$ cat config.mk
export PLATFORM = sky130hd
export DESIGN_NAME = nn_weight_loader
export DESIGN_NICKNAME = d
export VERILOG_FILES = /design/src/rtl/nn_pkg.sv /design/src/rtl/nn_weight_bank.sv /design/src/rtl/nn_weight_loader.sv
export SDC_FILE = /design/constraint.sdc
export NUM_CORES = 1
export LEC_CHECK = 0
export CAP_MARGIN = 25
export CORE_MARGIN = 2
export CORE_UTILIZATION = 55
export CTS_BUF_LIST = sky130_fd_sc_hd__clkbuf_8
export DETAILED_ROUTE_END_ITERATION = 16
export HOLD_SLACK_MARGIN = 0.06
export PLACE_DENSITY = 0.9
export SYNTH_ARGS = -nofsm -noshare
export SYNTH_HDL_FRONTEND = slang
export SYNTH_SLANG_ARGS = --single-unit
$ cat constraint.sdc
create_clock -name clk -period 2.6 [get_ports clk]
set_input_delay 0.52 -clock clk [delete_from_list [all_inputs] [get_ports clk]]
set_output_delay 0.52 -clock clk [all_outputs]
set_load 0.02 [all_outputs]
$ cat src/rtl/nn_pkg.sv
// Shared definitions for the NN weight path: sizing helpers, loader states and XOR default weights.
// The loader's checksummed frame format is selected by NN_LOADER_CHECKSUM_EN.
package nn_pkg;

  localparam int BITS_PER_WORD_DEF = 8;

  typedef enum logic [1:0] {LOAD, DRAIN, COMMIT} loader_state_t;

  function automatic int nn_n1(input int input_size, input int hidden_size);
    return (input_size + 1) * hidden_size;
  endfunction

  function automatic int nn_n2(input int hidden_size, input int output_size);
    return (hidden_size + 1) * output_size;
  endfunction

  function automatic int nn_nw(input int input_size, input int hidden_size, input int output_size);
    return nn_n1(input_size, hidden_size) + nn_n2(hidden_size, output_size);
  endfunction

  // XOR network: w1 = {0,-1,1,1,1,1}, w2 = {0,1,-2}; words beyond those are zero.
  function automatic int nn_xor_default(input int idx, input int n1);
    if (idx < n1) begin
      case (idx)
        1:          return -1;
        2, 3, 4, 5: return 1;
        default:    return 0;
      endcase
    end else begin
      case (idx - n1)
        1:       return 1;
        2:       return -2;
        default: return 0;
      endcase
    end
  endfunction

endpackage

$ cat src/rtl/nn_weight_bank.sv
// Shadow and active weight registers; the whole shadow set is copied to active on commit.
// Active words reset to the XOR network so the core always has a usable set.
module nn_weight_bank
  import nn_pkg::*;
#(
  parameter int WORD_W = BITS_PER_WORD_DEF,
  parameter int N1     = 6,
  parameter int NW     = 9,
  parameter int IDX_W  = 4
) (
  input  logic                 clk,
  input  logic                 reset_n,
  input  logic                 wr_en,
  input  logic [IDX_W-1:0]     wr_idx,
  input  logic [WORD_W-1:0]    wr_data,
  input  logic                 commit,
  output logic [NW*WORD_W-1:0] active_flat
);

  genvar gi;
  generate
    for (gi = 0; gi < NW; gi++) begin : g_word
      logic [WORD_W-1:0] shadow_reg;
      logic [WORD_W-1:0] active_reg;

      // Shadow needs no reset: its contents only matter once a full frame has landed.
      always_ff @(posedge clk) begin
        if (wr_en && (wr_idx == IDX_W'(gi))) begin
          shadow_reg <= wr_data;
        end
      end

      always_ff @(posedge clk or negedge reset_n) begin
        if (!reset_n) begin
          active_reg <= WORD_W'(nn_xor_default(gi, N1));
        end else if (commit) begin
          active_reg <= shadow_reg;
        end
      end

      assign active_flat[gi*WORD_W +: WORD_W] = active_reg;
    end
  endgenerate

endmodule

$ cat src/rtl/nn_weight_loader.sv
// Streams one frame of weight words into shadow storage and commits it atomically to the core.
// NN_LOADER_CHECKSUM_EN adds a trailing mod-2^BITS checksum word that must match before commit.
module nn_weight_loader
  import nn_pkg::*;
#(
  parameter int BITS_PER_WORD = BITS_PER_WORD_DEF,
  parameter int INPUT_SIZE    = 2,
  parameter int HIDDEN_SIZE   = 2,
  parameter int OUTPUT_SIZE   = 1
) (
  input  logic                                                   clk,
  input  logic                                                   reset_n,
  input  logic                                                   s_valid,
  output logic                                                   s_ready,
  input  logic [BITS_PER_WORD-1:0]                               s_data,
  input  logic                                                   s_last,
  input  logic                                                   commit_hold,
  output logic [nn_n1(INPUT_SIZE, HIDDEN_SIZE)*BITS_PER_WORD-1:0] w1_flat,
  output logic [nn_n2(HIDDEN_SIZE, OUTPUT_SIZE)*BITS_PER_WORD-1:0] w2_flat,
  output logic                                                   load_done,
  output logic                                                   load_error
);

  localparam int N1 = nn_n1(INPUT_SIZE, HIDDEN_SIZE);
  localparam int NW = nn_nw(INPUT_SIZE, HIDDEN_SIZE, OUTPUT_SIZE);
`ifdef NN_LOADER_CHECKSUM_EN
  localparam int FRAME_LEN = NW + 1;
`else
  localparam int FRAME_LEN = NW;
`endif
  localparam int IDX_W = $clog2(FRAME_LEN + 1);
  localparam logic [IDX_W-1:0] LAST_IDX = IDX_W'(FRAME_LEN - 1);
  localparam logic [IDX_W-1:0] NW_IDX   = IDX_W'(NW);

  loader_state_t            state_reg, state_next;
  logic [IDX_W-1:0]         idx_reg, idx_next;
  logic                     load_done_reg, load_done_next;
  logic                     load_error_reg, load_error_next;
  logic                     accept, wr_en, commit, checksum_ok;
  logic [NW*BITS_PER_WORD-1:0] active_flat;

  assign s_ready    = (state_reg != COMMIT);
  assign accept     = s_valid & s_ready;
  assign wr_en      = accept && (state_reg == LOAD) && (idx_reg < NW_IDX);
  assign load_done  = load_done_reg;
  assign load_error = load_error_reg;

`ifdef NN_LOADER_CHECKSUM_EN
  logic [BITS_PER_WORD-1:0] sum_reg, sum_next;

  // Running sum restarts with word 0 so rejected frames never leak into the next one.
  always_comb begin
    sum_next = sum_reg;
    if (wr_en) begin
      sum_next = ((idx_reg == '0) ? '0 : sum_reg) + s_data;
    end
  end

  always_ff @(posedge clk or negedge reset_n) begin
    if (!reset_n) begin
      sum_reg <= '0;
    end else begin
      sum_reg <= sum_next;
    end
  end

  assign checksum_ok = (s_data == sum_reg);
`else
  assign checksum_ok = 1'b1;
`endif

  always_comb begin
    state_next      = state_reg;
    idx_next        = idx_reg;
    load_done_next  = 1'b0;
    load_error_next = 1'b0;
    commit          = 1'b0;
    case (state_reg)
      LOAD: begin
        if (accept) begin
          if (idx_reg == LAST_IDX) begin
            idx_next = '0;
            if (!s_last) begin
              state_next = DRAIN;
            end else if (checksum_ok) begin
              state_next = COMMIT;
            end else begin
              load_error_next = 1'b1;
            end
          end else if (s_last) begin
            idx_next        = '0;
            load_error_next = 1'b1;
          end else begin
            idx_next = idx_reg + IDX_W'(1);
          end
        end
      end
      DRAIN: begin
        if (accept && s_last) begin
          state_next      = LOAD;
          idx_next        = '0;
          load_error_next = 1'b1;
        end
      end
      COMMIT: begin
        if (!commit_hold) begin
          commit         = 1'b1;
          load_done_next = 1'b1;
          state_next     = LOAD;
          idx_next       = '0;
        end
      end
      default: state_next = LOAD;
    endcase
  end

  always_ff @(posedge clk or negedge reset_n) begin
    if (!reset_n) begin
      state_reg      <= LOAD;
      idx_reg        <= '0;
      load_done_reg  <= 1'b0;
      load_error_reg <= 1'b0;
    end else begin
      state_reg      <= state_next;
      idx_reg        <= idx_next;
      load_done_reg  <= load_done_next;
      load_error_reg <= load_error_next;
    end
  end

  nn_weight_bank #(
    .WORD_W (BITS_PER_WORD),
    .N1     (N1),
    .NW     (NW),
    .IDX_W  (IDX_W)
  ) u_bank (
    .clk         (clk),
    .reset_n     (reset_n),
    .wr_en       (wr_en),
    .wr_idx      (idx_reg),
    .wr_data     (s_data),
    .commit      (commit),
    .active_flat (active_flat)
  );

  assign w1_flat = active_flat[N1*BITS_PER_WORD-1:0];
  assign w2_flat = active_flat[NW*BITS_PER_WORD-1:N1*BITS_PER_WORD];

endmodule

==> flow_summary.ini <==
[synth]
synth_cell_type_count = 34
async_flop_share = 0.526
syn_avg_cell_area_sq_um = 19.0
ys_top_cells_by_area = edfxtp_1 39%, dfrtp_1 27%, mux2_2 14%, dfstp_2 9.5%, ha_1 2.0%
yosys_warnings = 0
synth_area_leader_cell = edfxtp_1
synth_cells = 292
synth.cell_area_sq_um = 5550
post-synth-top-count-cell = edfxtp_1
synth-edff-count = 72
syn-num-nets = 314
ys.flop_type = edfxtp_1
ys_seq_elements = 152
synth_seq_area_share = 0.755
yosysTopAreaCellShare = 0.390
synthTopCellsByCount = 72 x edfxtp_1, 68 x mux2_2, 60 x dfrtp_1

[layout]
drive_gt1_frac = 0.305
diodes = 0
syn_to_final_growth_pct = 25.8
fill_cells = 593
finalNetCount = 419
final_cell_count_no_fill = 543

[global_routing]
grt_max_degree = 81
grt_overflow = 0
antenna_found_initial = 0
first_global_vias = 3053
grt.total_usage = 0.216
grt_pass1_wl_microns = 17300

[timing]
finalHoldViolations = 0
tns_ps = 0
setup_violations = 0
timing.hold.ws_ps = 474
fin_crit_sh = 0.920
slew-limit-headroom = 0.577
rsz0062_at_grt = false
finClkSkew_ps = 11.1
clock.fmax_mhz = 418
fin_crit_ps = 2390
drv_slew = 0
tightest_slew_ps = 630

[die]
die_w_microns = 104
fp-row-count = 36
initial_utilization = 0.568
pin_count = 88
core-area_sq_um = 9770
die-area_sq_um = 10900
die_height_microns = 104

[setup_path]
crit_fanout = 8
reg2reg_depth = 7
path_class = reg -> reg
path_cells = inv_1 > ha_1 > nor2b_1 > nand2_1 > nor3b_1 > buf_4 > and2_1
rrSetupSlack_ps = 210
worstPathArrival_ps = 2500
r2r-start = state_reg[0]$_DFFE_PN0P_
crit_start = state_reg[0]$_DFFE_PN0P_
startpoint_type = flip-flop
crit_path_end = u_bank.g_word[5].shadow_reg[2]$_DFFE_PP_
slowest_stage = dfrtp_1
end_kind = flip-flop
slowest_delay_ps = 430
r2r_end = u_bank.g_word[5].shadow_reg[2]$_DFFE_PP_
cp.required_ps = 2710

[route]
via_count = 2969
drcViolationCount = 0
first_pass_iters = 4
avgViaCountPerCell = 5.47
routedWlPerCell_microns = 19.8
postRouteAntennaNets = 0
drtIter0Drc = 225
finalWirelength_microns = 10800

[run]
maxCapViolations = 0

[clock_tree]
cts_root_buffer = clkbuf_8
h-tree-depth = 4
cts_setup_buffers = 0
cts_tree = built
cts_buffer_depth = 2
clk_pin_slew_ps = 80
numCtsBuffers = 17
cts.sinks = 152
clock_latency_ps = 450

[worst_hold_path]
min_path_type = reg -> reg

[place]
dp.cells = 509
dp_hpwl_microns = 6880
port_buffers = 87
gp_congestion = 0.844

[run_status]
status = finished, final reports clean

[power_and_ir_drop]
vdd_ir_drop_max_v = 0.000719
powerDensity_nw_per_um2 = 1280
p_leak_nw = 2.65
[routing by layer]
layer	vias up	share of wire	GRT usage
li1	1301	-	-
met1	1516	0.43	0.295
met2	131	0.48	0.327
met3	21	0.068	0.0714
met4	0	0.020	0.0801
met5	-	0	0
[worst max-delay path, delay by kind of cell (launching register included)]
family	cells	cell delay (ps)
adders and majority gates	1	330
DFF	1	430
and+or+nand+nor	4	1030
buffers and inverters	2	270
[layout make-up]
cell class	instances	area [sq um]	area share
inverters	5	18.8	0.00269
multi-input cells	128	1260	0.181
repair buffers	93	947	0.136
flip-flops and latches	152	4190	0.600
clock inverters	15	161	0.0231
well taps	133	166	0.0238
clock buffers	17	234	0.0335
[worst min-delay path by stage]
stage	from	end	slack (ps)	cells past startpoint
6_report	u_bank.g_word[5].shadow_reg[2]$_DFFE_PP_	u_bank.g_word[5].active_reg[2]$_DFFE_PN0P_	470	1
5_1_grt	u_bank.g_word[6].shadow_reg[6]$_DFFE_PP_	u_bank.g_word[6].active_reg[6]$_DFFE_PN0P_	490	1
4_1_cts	reset_n	load_error$_DFF_PN0_	260	1
3_5_place_dp	u_bank.g_word[7].shadow_reg[3]$_DFFE_PP_	u_bank.g_word[7].active_reg[3]$_DFFE_PN0P_	460	1
3_3_place_gp	u_bank.g_word[8].shadow_reg[2]$_DFFE_PP_	u_bank.g_word[8].active_reg[2]$_DFFE_PN1P_	460	1
2_1_floorplan	reset_n	idx_reg[0]$_DFFE_PN0P_	220	0
[metrics by stage]
stage	power (mW)	setup WS [ps]	utilization	cell area (sq um)
2_1_floorplan	5.59	671	-	5550
3_3_place_gp	7.01	255	0.670	6550
3_5_place_dp	7.15	69.2	0.670	6550
4_1_cts	8.95	223	0.710	6940
5_1_grt	9.31	54.7	0.714	6980
6_report	8.90	209	0.714	6980
[logic make-up after synthesis]
| logic type | share of synthesized area |
|---|---|
| buffers and inverters | 0.0176 |
| DFF | 0.755 |
| and+or+nand+nor | 0.0399 |
| adders and majority gates | 0.0203 |
| muxes | 0.146 |
| AOI/OAI and AO/OA | 0.0210 |
[power breakdown]
group	total (mW)	internal (mW)	switching, mW
combinational	3.40	1.73	1.67
clock	1.79	0.934	0.854
sequential	3.71	3.32	0.389
[timing repair]
| item | in CTS | in global routing |
|---|---|---|
| endpoints found under the hold margin | 0 | 15 |
| hold buffers | 0 | 1 |
| resized for setup | 1 | 0 |
| setup endpoints to repair | 1 | 0 |
[layout by cell type (no fill, tap or decap), types with 2 or more instances in the layout]
| cell type | synthesis | layout |
|---|---|---|
| a32o_1 | 2 | 2 |
| and2_1 | 8 | 8 |
| buf_4 | 0 | 4 |
| bufinv_16 | 0 | 3 |
| clkbuf_8 | 0 | 17 |
| clkdlybuf4s50_1 | 0 | 85 |
| clkinv_1 | 0 | 3 |
| clkinv_2 | 0 | 2 |
| clkinv_4 | 0 | 3 |
| dfrtp_1 | 60 | 60 |
| dfstp_2 | 20 | 20 |
| edfxtp_1 | 72 | 72 |
| ha_1 | 9 | 9 |
| inv_1 | 4 | 6 |
| mux2_1 | 4 | 4 |
| mux2_2 | 68 | 68 |
| nand2_1 | 4 | 4 |
| nand3_1 | 2 | 2 |
| nor2_1 | 3 | 3 |
| nor2b_1 | 3 | 3 |
| nor3_1 | 2 | 2 |
| o211ai_1 | 4 | 4 |
| o21ai_1 | 2 | 2 |
| or4_1 | 2 | 2 |
No activity file was read; power rests on OpenSTA's default activity.
